File: config.mk
export PLATFORM = sky130hd
export DESIGN_NAME = mem_hit_responder
export DESIGN_NICKNAME = d
export VERILOG_FILES = /design/src/rtl/mem_hit_responder.sv
export SDC_FILE = /design/constraint.sdc
export NUM_CORES = 1
export LEC_CHECK = 0
export BUFFER_PORTS_ARGS = -buffer_cell sky130_fd_sc_hd__clkbuf_2
export CORE_MARGIN = 3
export CORE_UTILIZATION = 48
export CTS_CLUSTER_DIAMETER = 50
export DETAILED_ROUTE_END_ITERATION = 8
export PLACE_DENSITY = 0.81
export SLEW_MARGIN = 10
export SYNTH_ARGS = -nofsm -noshare
export SYNTH_HDL_FRONTEND = slang
export SYNTH_SLANG_ARGS = --single-unit
export TNS_END_PERCENT = 30
File: constraint.sdc
create_clock -name CLK -period 2.5 [get_ports CLK]
set_clock_uncertainty 0.05 [all_clocks]
set_input_delay 0.125 -clock CLK [delete_from_list [all_inputs] [get_ports CLK]]
set_output_delay 0.125 -clock CLK [all_outputs]
set_load 0.1 [all_outputs]
File: src/rtl/mem_hit_responder.sv
// Arbitrates instruction/data requests onto one variable-latency single-port RAM and returns
// one-cycle ihit/dhit pulses. Define MEMRESP_PERF_CNT_EN to add icount/dcount hit counters.
module mem_hit_responder #(
    parameter int WORD_W      = 32,
    parameter int DSTREAK_MAX = 4
) (
    input  logic              CLK,
    input  logic              nRST,
    input  logic              imemREN,
    input  logic [WORD_W-1:0] imemaddr,
    input  logic              dmemREN,
    input  logic              dmemWEN,
    input  logic [WORD_W-1:0] dmemaddr,
    input  logic [WORD_W-1:0] dmemstore,
    input  logic              halt,
    output logic              ihit,
    output logic              dhit,
    output logic [WORD_W-1:0] imemload,
    output logic [WORD_W-1:0] dmemload,
    output logic              ramREN,
    output logic              ramWEN,
    output logic [WORD_W-1:0] ramaddr,
    output logic [WORD_W-1:0] ramstore,
    input  logic [WORD_W-1:0] ramload,
    input  logic              ramrdy,
    output logic              halted
`ifdef MEMRESP_PERF_CNT_EN
    ,
    output logic [WORD_W-1:0] icount,
    output logic [WORD_W-1:0] dcount
`endif
);
    localparam int STREAK_W = (DSTREAK_MAX < 1) ? 1 : $clog2(DSTREAK_MAX + 1);
    localparam logic [STREAK_W-1:0] STREAK_MAX = STREAK_W'(DSTREAK_MAX);

    localparam logic [2:0] IDLE   = 3'd0;
    localparam logic [2:0] IACC   = 3'd1;
    localparam logic [2:0] DACC   = 3'd2;
    localparam logic [2:0] RESP   = 3'd3;
    localparam logic [2:0] HALTED = 3'd4;

    logic [2:0]          state_reg;
    logic [STREAK_W-1:0] streak_reg;
    logic                is_write_reg;
    logic                halt_seen_reg;
    logic                data_req;
    logic                force_inst;
    logic                grant_data;
    logic                unused_addr_bits;

    // RAM is word addressed; byte-lane bits of the request addresses are dropped.
    assign unused_addr_bits = ^{imemaddr[1:0], dmemaddr[1:0]};

    assign data_req   = dmemREN | dmemWEN;
    assign force_inst = (DSTREAK_MAX > 0) && imemREN && (streak_reg == STREAK_MAX);
    assign grant_data = data_req && !force_inst;

    always_ff @(posedge CLK or negedge nRST) begin
        if (!nRST) begin
            state_reg     <= IDLE;
            streak_reg    <= '0;
            is_write_reg  <= 1'b0;
            halt_seen_reg <= 1'b0;
            ihit          <= 1'b0;
            dhit          <= 1'b0;
            imemload      <= '0;
            dmemload      <= '0;
            ramREN        <= 1'b0;
            ramWEN        <= 1'b0;
            ramaddr       <= '0;
            ramstore      <= '0;
            halted        <= 1'b0;
`ifdef MEMRESP_PERF_CNT_EN
            icount        <= '0;
            dcount        <= '0;
`endif
        end else begin
            ihit <= 1'b0;
            dhit <= 1'b0;
            // A halt that arrives while busy is remembered so the access can finish first.
            if (halt && (state_reg == IACC || state_reg == DACC || state_reg == RESP))
                halt_seen_reg <= 1'b1;

            case (state_reg)
                IDLE: begin
                    if (halt) begin
                        state_reg <= HALTED;
                        halted    <= 1'b1;
                    end else if (grant_data) begin
                        state_reg    <= DACC;
                        ramaddr      <= {dmemaddr[WORD_W-1:2], 2'b00};
                        ramstore     <= dmemstore;
                        ramWEN       <= dmemWEN;
                        ramREN       <= ~dmemWEN;
                        is_write_reg <= dmemWEN;
                        if (!imemREN)
                            streak_reg <= '0;
                        else if (streak_reg != STREAK_MAX)
                            streak_reg <= streak_reg + 1'b1;
                    end else if (imemREN) begin
                        state_reg  <= IACC;
                        ramaddr    <= {imemaddr[WORD_W-1:2], 2'b00};
                        ramREN     <= 1'b1;
                        ramWEN     <= 1'b0;
                        streak_reg <= '0;
                    end
                end
                IACC: begin
                    if (ramrdy) begin
                        ramREN    <= 1'b0;
                        imemload  <= ramload;
                        ihit      <= 1'b1;
                        state_reg <= RESP;
`ifdef MEMRESP_PERF_CNT_EN
                        icount    <= icount + 1'b1;
`endif
                    end
                end
                DACC: begin
                    if (ramrdy) begin
                        ramREN    <= 1'b0;
                        ramWEN    <= 1'b0;
                        if (!is_write_reg)
                            dmemload <= ramload;
                        dhit      <= 1'b1;
                        state_reg <= RESP;
`ifdef MEMRESP_PERF_CNT_EN
                        dcount    <= dcount + 1'b1;
`endif
                    end
                end
                RESP: begin
                    if (halt || halt_seen_reg) begin
                        state_reg <= HALTED;
                        halted    <= 1'b1;
                    end else begin
                        state_reg <= IDLE;
                    end
                end
                HALTED: begin
                    halted <= 1'b1;
                end
                default: begin
                    state_reg <= IDLE;
                end
            endcase
        end
    end
endmodule

==> impl_summary.txt, run 1 <==
----------------------------------------------------
[GRT]
  Maximum number of pins on one net before global-route repair ... just under 80
  First-pass GRT wire length ... 30,700 um
  Total routing resource utilization after global routing ... 0.272
  Antenna violations before repair ... 0
  Global routing met2 resource utilization ... 0.483
  Layer with the highest usage after global routing ... met2
  Total overflow reported by the global router ... 0
  Number of global-route vias before repair ... approximately 5,700
  Met3 Resource Use GR ... 0.0689
  Global routing usage on met1 ... 0.314

[Floorplan]
  Die Height ... between 100 and 150 um
  Effective utilization at floorplan ... 0.503
  Core Box Area ... around 0.012 sq mm
  Number of placement rows ... 40
  Horizontal die dimension ... 119 um
  Top-level port count ... ~270
  Die Area ... around 0.014 sq mm

[Place]
  Detailed-placement wirelength estimate ... approximately 11,000 um
  Port Buffers ... 261
  Gpl congestion ... just under 0.8

[Clock tree]
  Clock slew at the register clock pins of the worst setup and hold paths ... 0.06 ns
  Total clock buffers created by CTS ... 17
  Number of clock sinks ... approximately 140
  Total number of H-tree levels ... 4
  Worst-Skew Late Latency ... 0.42 ns
  TritonCTS clock tree ... done
  Buffers inserted by post-CTS timing repair ... 0
  Buffers from clock root to sink, at most ... 2
  Root buffer selected by CTS ... sky130_fd_sc_hd__clkbuf_16

[Worst setup path]
  Slowest CP cell ... sky130_fd_sc_hd__and3_1
  CP Launch Type ... flip-flop
  Critical Path, Cell by Cell ... inv_1 > ha_1 > and3_1 > o21ai_0 > a2bb2oi_2
  Slowest Stage Delay on Critical Path ... between 0.8 and 0.9 ns
  Count of buffering cells on the critical path with inverters included ... 1
  Crit path max-delay family ... simple AND/OR/NAND/NOR gates
  Largest driver fanout on the critical path ... 32
  Data arrival time of the worst path ... between 2 and 2.5 ns
  Worst setup path class ... reg2reg
  Kind of end point of the critical path ... flip-flop
  Data required time at the worst endpoint ... ~2.8 ns

[Final layout]
  Count of antenna diodes in the layout ... 0
  Share of final-layout standard cells stronger than drive strength 1 ... 0.577
  Registers with the most flip-flops ... dmemload (32), imemload (32), ramstore (32)
  Filler cells ... a little over 700
  Synthesis-to-finish area growth ... 53.9%
  # nets final ... slightly above 900

[Timing]
  Max frequency ... between 400 and 500 MHz
  Post-layout minimum cycle time ... roughly 2.2 ns
  Total negative slack for setup checks ... 0 ns
  Count of final hold-check violations ... 0
  Tightest slew margin relative to the limit ... 0.287
  Total setup violations reported at the end of the flow ... 0
  Slew of the pin with the lowest slew margin ... 1.07 ns
  Final max-slew violation count ... 0
  Setup repair after global routing missed its margin ... no
  Final worst path period share ... 0.861

[Routing]
  Overall via count from detail_route ... approximately 5,200
  Number of detailed-routing iterations run before antenna repair ... 4
  WL final ... 19,100 um
  Number of design rule violations left after detail routing ... 0
  DR iter-0 viols ... approximately 310
  WL per Instance ... about 20 um
  Post-DRT Antenna Nets ... 0
  Vias/cell ... about 5.3

[Status]
  Outcome ... finished, final reports clean

[Yosys]
  Top cell types by occurrence after synthesis ... 139 x sky130_fd_sc_hd__dfrtp_1, 96 x sky130_fd_sc_hd__mux2_2, 33 x sky130_fd_sc_hd__o21ai_0
  Async set or reset register ratio after synthesis ... 1.00
  Most common cell in the synthesized netlist ... sky130_fd_sc_hd__dfrtp_1
  Avg Synthesized Cell Area ... about 15 sq um
  Seq/Total Area, Yosys ... 0.564
  Number of warning messages in the yosys log ... 0
  Flop and latch count out of synthesis ... roughly 140
  Count of different cell masters after synthesis ... 44
  Leading cell types by total area after synthesis ... sky130_fd_sc_hd__dfrtp_1 56%, sky130_fd_sc_hd__mux2_2 18%, sky130_fd_sc_hd__a2bb2oi_2 6.6%
  Post-synth EDFFs ... 0
  Gate count of the mapped netlist ... 413
  Post-synthesis cell type with the largest combined area ... sky130_fd_sc_hd__dfrtp_1
  Post-synth top flop ... sky130_fd_sc_hd__dfrtp_1
  Portion of synthesized cell area occupied by the leading cell type ... 0.564
  Cell Area, Synth ... 0.00616 sq mm

[Flow run]
  Max-capacitance violation count ... 0

[Min path]
  Tightest Hold Check Type ... in2reg

----------------------------------------------------
==> what timing repair did <==
action | 4_1_cts | 5_1_grt
endpoints found under the hold margin | 189 | 0
gates resized for setup | 0 | 0
hold buffers | 123 | 0
==> final timing paths <==
kind	from	to	slack [ns]	depth (start not counted)
hold reg to reg	halt_seen_reg	halt_seen_reg	0.43	1
max in group asynchronous	nRST	dmemload[9]	1.38	3
hold / removal	dmemaddr[6]	ramaddr[6]	0.008	3
min in group asynchronous	nRST	dmemload[10]	0.20	2
setup / recovery	streak_reg[0]	ramaddr[4]	0.35	5
setup reg to reg	streak_reg[0]	ramaddr[4]	0.35	5
==> through the flow <==
stage	worst slack (ns)	cells	cell area [sq um]	util	hold slack [ns]
floorplan	0.732	414	6170	-	-0.221
detailed placement	0.418	818	7600	0.620	0.0844
global route	0.178	972	9480	0.773	0.0108
global placement	0.458	818	7600	0.620	0.0780
CTS	0.388	972	9480	0.773	0.00536
finish	0.346	972	9480	0.773	0.00808
==> tightest hold or removal path, delay by kind of cell <==
kind | cells | cell delay, ns
compound gates | 2 | 0.22
buf+inv | 1 | 0.09
==> area by class of cell <==
| class | count | area [sq um] | area share |
|---|---|---|---|
| multi-input cells | 235 | 2470 | 0.261 |
| inverters | 3 | 11.3 | 0.00119 |
| repair buffers | 396 | 2660 | 0.280 |
| well taps | 168 | 210 | 0.0222 |
| clock inverters | 11 | 193 | 0.0203 |
| flip-flops and latches | 139 | 3480 | 0.367 |
| clock buffers | 20 | 457 | 0.0482 |
==> metal layers <==
metal  up-vias  wire length (um)
met5         -                 0
met4         0               478
met3        37              1330
met2       260             10000
met1      2590              7240
li1       2305                 -
==> cells by family after synthesis <==
group / share of synthesized area
other: 0.000608
adders and majority gates: 0.00406
muxes: 0.177
and+or+nand+nor: 0.0329
AOI/OAI and AO/OA: 0.182
DFF: 0.564
buffers and inverters: 0.0378
xor gates and xnor gates: 0.00142
==> layout by cell type (no fill, tap or decap), drive strengths merged, types with 4 or more instances in the layout <==
cell / n
a311oi: 30
dlygate4sd3: 123
o21ai: 34
nand2: 4
mux2: 96
nor2: 6
bufinv: 5
dfrtp: 139
clkbuf: 280
a2bb2oi: 30
clkinv: 4
buf: 13
Power of run 1 is not shown: default switching activity piles up to over one toggle a cycle in this logic, so the estimate is an artifact.
==> run 2: changes to the inputs <==
- CORE_UTILIZATION: 48 -> 30
- PLACE_DENSITY: 0.81 -> unset
- PLACE_DENSITY_LB_ADDON: unset -> 0.25
==> run 2 against run 1 <==
Utilization fell by 29 points. Sequential cell count did not move. Register-to-register slack got worse by 0.13 ns. Largest cell class unchanged. Critical path type unchanged. Sequential share of layout area fell by 0.65 points. Maximum frequency is 5.5% lower. Clock-buffer cell count fell by 1. Hold slack better by 0.022 ns. Setup slack worse by 0.13 ns.
==> impl_summary.txt, run 2 (synthesized netlist as in run 1, its figures left out) <==
----------------------------------------------------
[Min path]
  Hold path startpoint ... imemREN
  Hold path cells ... 3
  Tightest Hold Check Type ... in2reg

[Timing]
  Total setup violations reported at the end of the flow ... 0
  Slew of the pin with the lowest slew margin ... approximately 1.2 ns
  Setup repair after global routing missed its margin ... no
  Post-layout minimum cycle time ... approximately 2.3 ns
  Max frequency ... around 440 MHz
  Tightest slew margin relative to the limit ... 0.225
  Final max-slew violation count ... 0
  Final worst path period share ... 0.912
  Count of final hold-check violations ... 0
  Fin worst setup slack ... roughly 0.22 ns
  Total negative slack for setup checks ... 0 ns

[GRT]
  First-pass GRT wire length ... 28,000 um
  Antenna violations before repair ... 0
  Number of global-route vias before repair ... approximately 5,500
  Total overflow reported by the global router ... 0
  Total routing resource utilization after global routing ... 0.159
  Maximum number of pins on one net before global-route repair ... 62

[Place]
  Worst setup timing slack at the placement stage ... 0.313 ns
  Detailed-placement wirelength estimate ... between 10,000 and 15,000 um
  Port Buffers ... between 200 and 300
  Gpl congestion ... roughly 0.75

[Routing]
  Vias/cell ... approximately 4.7
  WL final ... around 18,000 um
  Number of design rule violations left after detail routing ... 0
  Number of detailed-routing iterations run before antenna repair ... 4
  DR iter-0 viols ... 160
  Post-DRT Antenna Nets ... 0
  Overall via count from detail_route ... approximately 5,000
  WL per Instance ... approximately 17 um

[Final layout]
  Count of antenna diodes in the layout ... 0
  Layout Utilization ... 0.486
  Most common cell after layout, fill and taps aside ... sky130_fd_sc_hd__clkbuf_2
  Commonest cells after routing, fill and taps aside ... 260 x sky130_fd_sc_hd__clkbuf_2, 139 x sky130_fd_sc_hd__dfrtp_1, 126 x sky130_fd_sc_hd__dlygate4sd3_1
  Synthesis-to-finish area growth ... 56.6%
  Registers with the most flip-flops ... dmemload (32), imemload (32), ramstore (32)
  # nets final ... approximately 940
  Share of final-layout standard cells stronger than drive strength 1 ... 0.576
  Filler cells ... 1,756

[Worst setup path]
  Data arrival time of the worst path ... around 2.6 ns
  Worst setup path class ... reg2reg
  Crit. Startpoint ... streak_reg[0]
  Data required time at the worst endpoint ... approximately 2.8 ns
  R2r startpoint ... streak_reg[0]
  Largest driver fanout on the critical path ... 32
  Kind of end point of the critical path ... flip-flop
  CP Launch Type ... flip-flop
  Path depth of the worst reg2reg path ... 5

[Clock tree]
  Root buffer selected by CTS ... sky130_fd_sc_hd__clkbuf_16
  Total number of H-tree levels ... 4
  Buffers inserted by post-CTS timing repair ... 0
  Buffers from clock root to sink, at most ... 2
  Number of clock sinks ... between 100 and 150
  Total clock buffers created by CTS ... 17
  Clock slew at the register clock pins of the worst setup and hold paths ... roughly 0.060 ns
  TritonCTS clock tree ... done
  Worst-Skew Late Latency ... ~0.4 ns

[Floorplan]
  Number of placement rows ... just over 50
  Die Area ... roughly 0.022 sq mm
  Effective utilization at floorplan ... 0.311
  Die Height ... between 100 and 150 um
  Top-level port count ... ~270
  Core Box Area ... between 0.015 and 0.02 sq mm
  Horizontal die dimension ... around 150 um

[Status]
  Outcome ... finished, final reports clean

[Flow run]
  Max-capacitance violation count ... 0

----------------------------------------------------
## run 2: path summary, 6_finish.rpt
kind                                       to  slack (ns)
min in group asynchronous        imemload[16]        0.20
worst max register to register    ramaddr[24]        0.22
worst min-delay path            streak_reg[0]        0.03
worst max-delay path              ramaddr[24]        0.22
max in group asynchronous        imemload[27]        1.47
worst min register to register         halted        0.43
## run 2: worst max-delay path, cell delays in order, from the launching register on
cell,delay [ns]
sky130_fd_sc_hd__dfrtp_1,0.38
sky130_fd_sc_hd__inv_1,0.09
sky130_fd_sc_hd__ha_1,0.19
sky130_fd_sc_hd__and3_1,0.94
sky130_fd_sc_hd__o21ai_0,0.33
sky130_fd_sc_hd__a2bb2oi_2,0.22
## run 2: stage by stage
step	instances	hold slack, ns	area [sq um]
6_report	1077	0.0305	9650
3_5_place_dp	919	0.0850	7780
2_1_floorplan	414	-0.221	6170
5_1_grt	1077	0.0322	9650
4_1_cts	1077	0.0125	9650
3_3_place_gp	919	0.0795	7780
## run 2: repair_timing
item,CTS,global route
endpoints found under the hold margin,183,0
resized for setup,0,0
hold buffers,126,0
## run 2: per-layer routing
layer  vias to the layer above  share of wire  GRT usage  routed length [um]
met5                         -              0          0                   0
met4                         0          0.026     0.0595                 471
met3                        32          0.079     0.0507                1410
met2                       220           0.50      0.277                8910
met1                      2444           0.39      0.183                7020
li1                       2319              -          -                   -
## run 2: area by class of cell
cell class              count  area, sq um  share of cell area
flip-flops and latches    139         3480               0.360
repair buffers            403         2730               0.283
multi-input cells         235         2480               0.257
clock buffers              19          433              0.0448
well taps                 265          332              0.0343
clock inverters            13          183              0.0189
inverters                   3         11.3             0.00117
Power of run 2 is left out for the same reason.
==> run 3: changes to the inputs <==
--- a/config.mk
+++ b/config.mk
@@ -12,3 +12,2 @@
 export DETAILED_ROUTE_END_ITERATION = 8
-export PLACE_DENSITY_LB_ADDON = 0.25
 export SLEW_MARGIN = 10
==> constraint.sdc (replaced) <==
create_clock -name CLK -period 2.5 [get_ports CLK]
set_clock_uncertainty 0.05 [all_clocks]
set_input_delay 0.75 -clock CLK [delete_from_list [all_inputs] [get_ports CLK]]
set_output_delay 0.75 -clock CLK [all_outputs]
set_load 0.1 [all_outputs]
==> run 3 against run 2 <==
Non-clock buffer count fell by 120. Register-to-register slack gained 0.30 ns. Wire length fell by 9.3%. Sequential share of layout area increased by 5.2 points. Highest routed layer unchanged.
==> impl_summary.txt, run 3 (synthesized netlist as in run 1, its figures left out) <==
----------------------------------------------------
[Worst setup path]
  R2r startpoint ... state_reg[1]
  Slowest Stage Delay on Critical Path ... ~0.48 ns
  Crit path max-delay family ... buffers and inverters
  Path depth of the worst reg2reg path ... 4
  Data required time at the worst endpoint ... ~1.7 ns
  Largest driver fanout on the critical path ... 2
  Setup slack of the most critical reg-to-reg path ... approximately 0.52 ns
  CP Launch Type ... flip-flop
  Slowest CP cell ... sky130_fd_sc_hd__clkbuf_2
  Worst R2R End ... ramaddr[26]
  Critical Path, Cell by Cell ... clkbuf_2
  Count of buffering cells on the critical path with inverters included ... 1
  Crit. Startpoint ... ramaddr[19]
  CP Capture Point ... ramaddr[19]
  Data arrival time of the worst path ... between 1 and 1.5 ns
  Kind of end point of the critical path ... primary output
  Worst setup path class ... reg2out
  Crit. path cell count ... 1

[Final layout]
  Count of antenna diodes in the layout ... 0
  Share of final-layout standard cells stronger than drive strength 1 ... 0.686
  Commonest cells after routing, fill and taps aside ... 260 x sky130_fd_sc_hd__clkbuf_2, 139 x sky130_fd_sc_hd__dfrtp_1, 96 x sky130_fd_sc_hd__mux2_2
  Synthesis-to-finish area growth ... 36.9%
  Most common cell after layout, fill and taps aside ... sky130_fd_sc_hd__clkbuf_2
  # nets final ... about 820
  Registers with the most flip-flops ... dmemload (32), imemload (32), ramstore (32)

[Clock tree]
  TritonCTS clock tree ... done
  Total number of H-tree levels ... 4
  Root buffer selected by CTS ... sky130_fd_sc_hd__clkbuf_16
  Clock slew at the register clock pins of the worst setup and hold paths ... 0.06 ns
  Number of cells upsized or downsized after cts ... 0
  Buffers inserted by post-CTS timing repair ... 0
  Worst-Skew Late Latency ... ~0.41 ns
  Total clock buffers created by CTS ... 17
  Buffers from clock root to sink, at most ... 2
  Count of hold-fix buffers inserted at cts ... 0
  Number of clock sinks ... 139

[Place]
  Port Buffers ... about 260
  Gpl congestion ... between 0.7 and 0.8
  Detailed-placement wirelength estimate ... ~12,000 um

[GRT]
  First-pass GRT wire length ... between 20,000 and 30,000 um
  Antenna violations before repair ... 0
  Number of global-route vias before repair ... between 4,000 and 5,000
  Total routing resource utilization after global routing ... 0.144
  Maximum number of pins on one net before global-route repair ... 47
  Total overflow reported by the global router ... 0

[Floorplan]
  Number of placement rows ... just over 50
  Die Area ... between 0.02 and 0.025 sq mm
  Horizontal die dimension ... ~150 um
  Top-level port count ... between 200 and 300
  Core Box Area ... 0.0198 sq mm
  Effective utilization at floorplan ... 0.311
  Die Height ... 149 um

[Timing]
  Total setup violations reported at the end of the flow ... 0
  Setup repair after global routing missed its margin ... no
  Total negative slack for setup checks ... 0 ns
  Count of final hold-check violations ... 0
  Final worst path period share ... 0.832
  Tightest slew margin relative to the limit ... 0.596
  Slew of the pin with the lowest slew margin ... between 0.6 and 0.7 ns
  Max frequency ... 481 MHz
  Final max-slew violation count ... 0
  Post-layout minimum cycle time ... between 2 and 2.5 ns

[Status]
  Outcome ... finished, final reports clean

[Routing]
  WL final ... ~16,000 um
  Vias/cell ... roughly 4.7
  Post-DRT Antenna Nets ... 0
  Overall via count from detail_route ... 4,521
  DR iter-0 viols ... 98
  Number of design rule violations left after detail routing ... 0
  Number of detailed-routing iterations run before antenna repair ... 4
  WL per Instance ... 16.9 um

[Min path]
  Tightest Hold Check Type ... in2async

[Flow run]
  Max-capacitance violation count ... 0

----------------------------------------------------
==> run 3: cell count changes in the layout (fill, tap and decap cells not counted), moves of 2 or more <==
cell,change
sky130_fd_sc_hd__bufinv_16,-2
sky130_fd_sc_hd__nor2_2,+2
sky130_fd_sc_hd__nor2_4,-2
sky130_fd_sc_hd__clkinvlp_4,+2
sky130_fd_sc_hd__buf_12,+4
sky130_fd_sc_hd__buf_4,+2
sky130_fd_sc_hd__dlygate4sd3_1,-126
==> run 3: worst min path at each step <==
| stage | cells past startpoint | start | to | slack [ns] |
|---|---|---|---|---|
| final | 1 | nRST | dmemload[25] | 0.23 |
| after CTS | 1 | nRST | imemload[22] | 0.22 |
| after global routing | 1 | nRST | dmemload[25] | 0.24 |
| after floorplan | 1 | halt_seen_reg | halt_seen_reg | 0.39 |
| after global placement | 1 | halt_seen_reg | halt_seen_reg | 0.41 |
| after detailed placement | 1 | halt_seen_reg | halt_seen_reg | 0.43 |
==> run 3: area by class of cell <==
cell class	instances	area (sq um)
Fill cell	1866	11400
Sequential cell	139	3480
Multi-Input combinational cell	235	2470
Timing Repair Buffer	283	1570
Clock buffer	19	443
Tap cell	265	332
Clock inverter	13	135
Inverter	3	11.3
==> run 3: per-stage QoR <==
stage	instance area [sq um]	utilization	worst slack [ns]	hold slack, ns	std cells
floorplan	6170	-	0.454	0.394	414
global placement	7860	0.396	0.249	0.411	925
detailed placement	7860	0.396	0.185	0.434	925
CTS	8440	0.425	0.381	0.224	957
global route	8440	0.425	0.366	0.244	957
finish	8440	0.425	0.420	0.226	957
==> run 3: routing by layer <==
metal	global-route usage	routed length, um	vias up
li1	-	-	2094
met5	0	0	-
met3	0.0419	1210	17
met1	0.177	6750	2226
met4	0.0485	248	0
met2	0.243	7950	184
Power of run 3 is left out for the same reason.
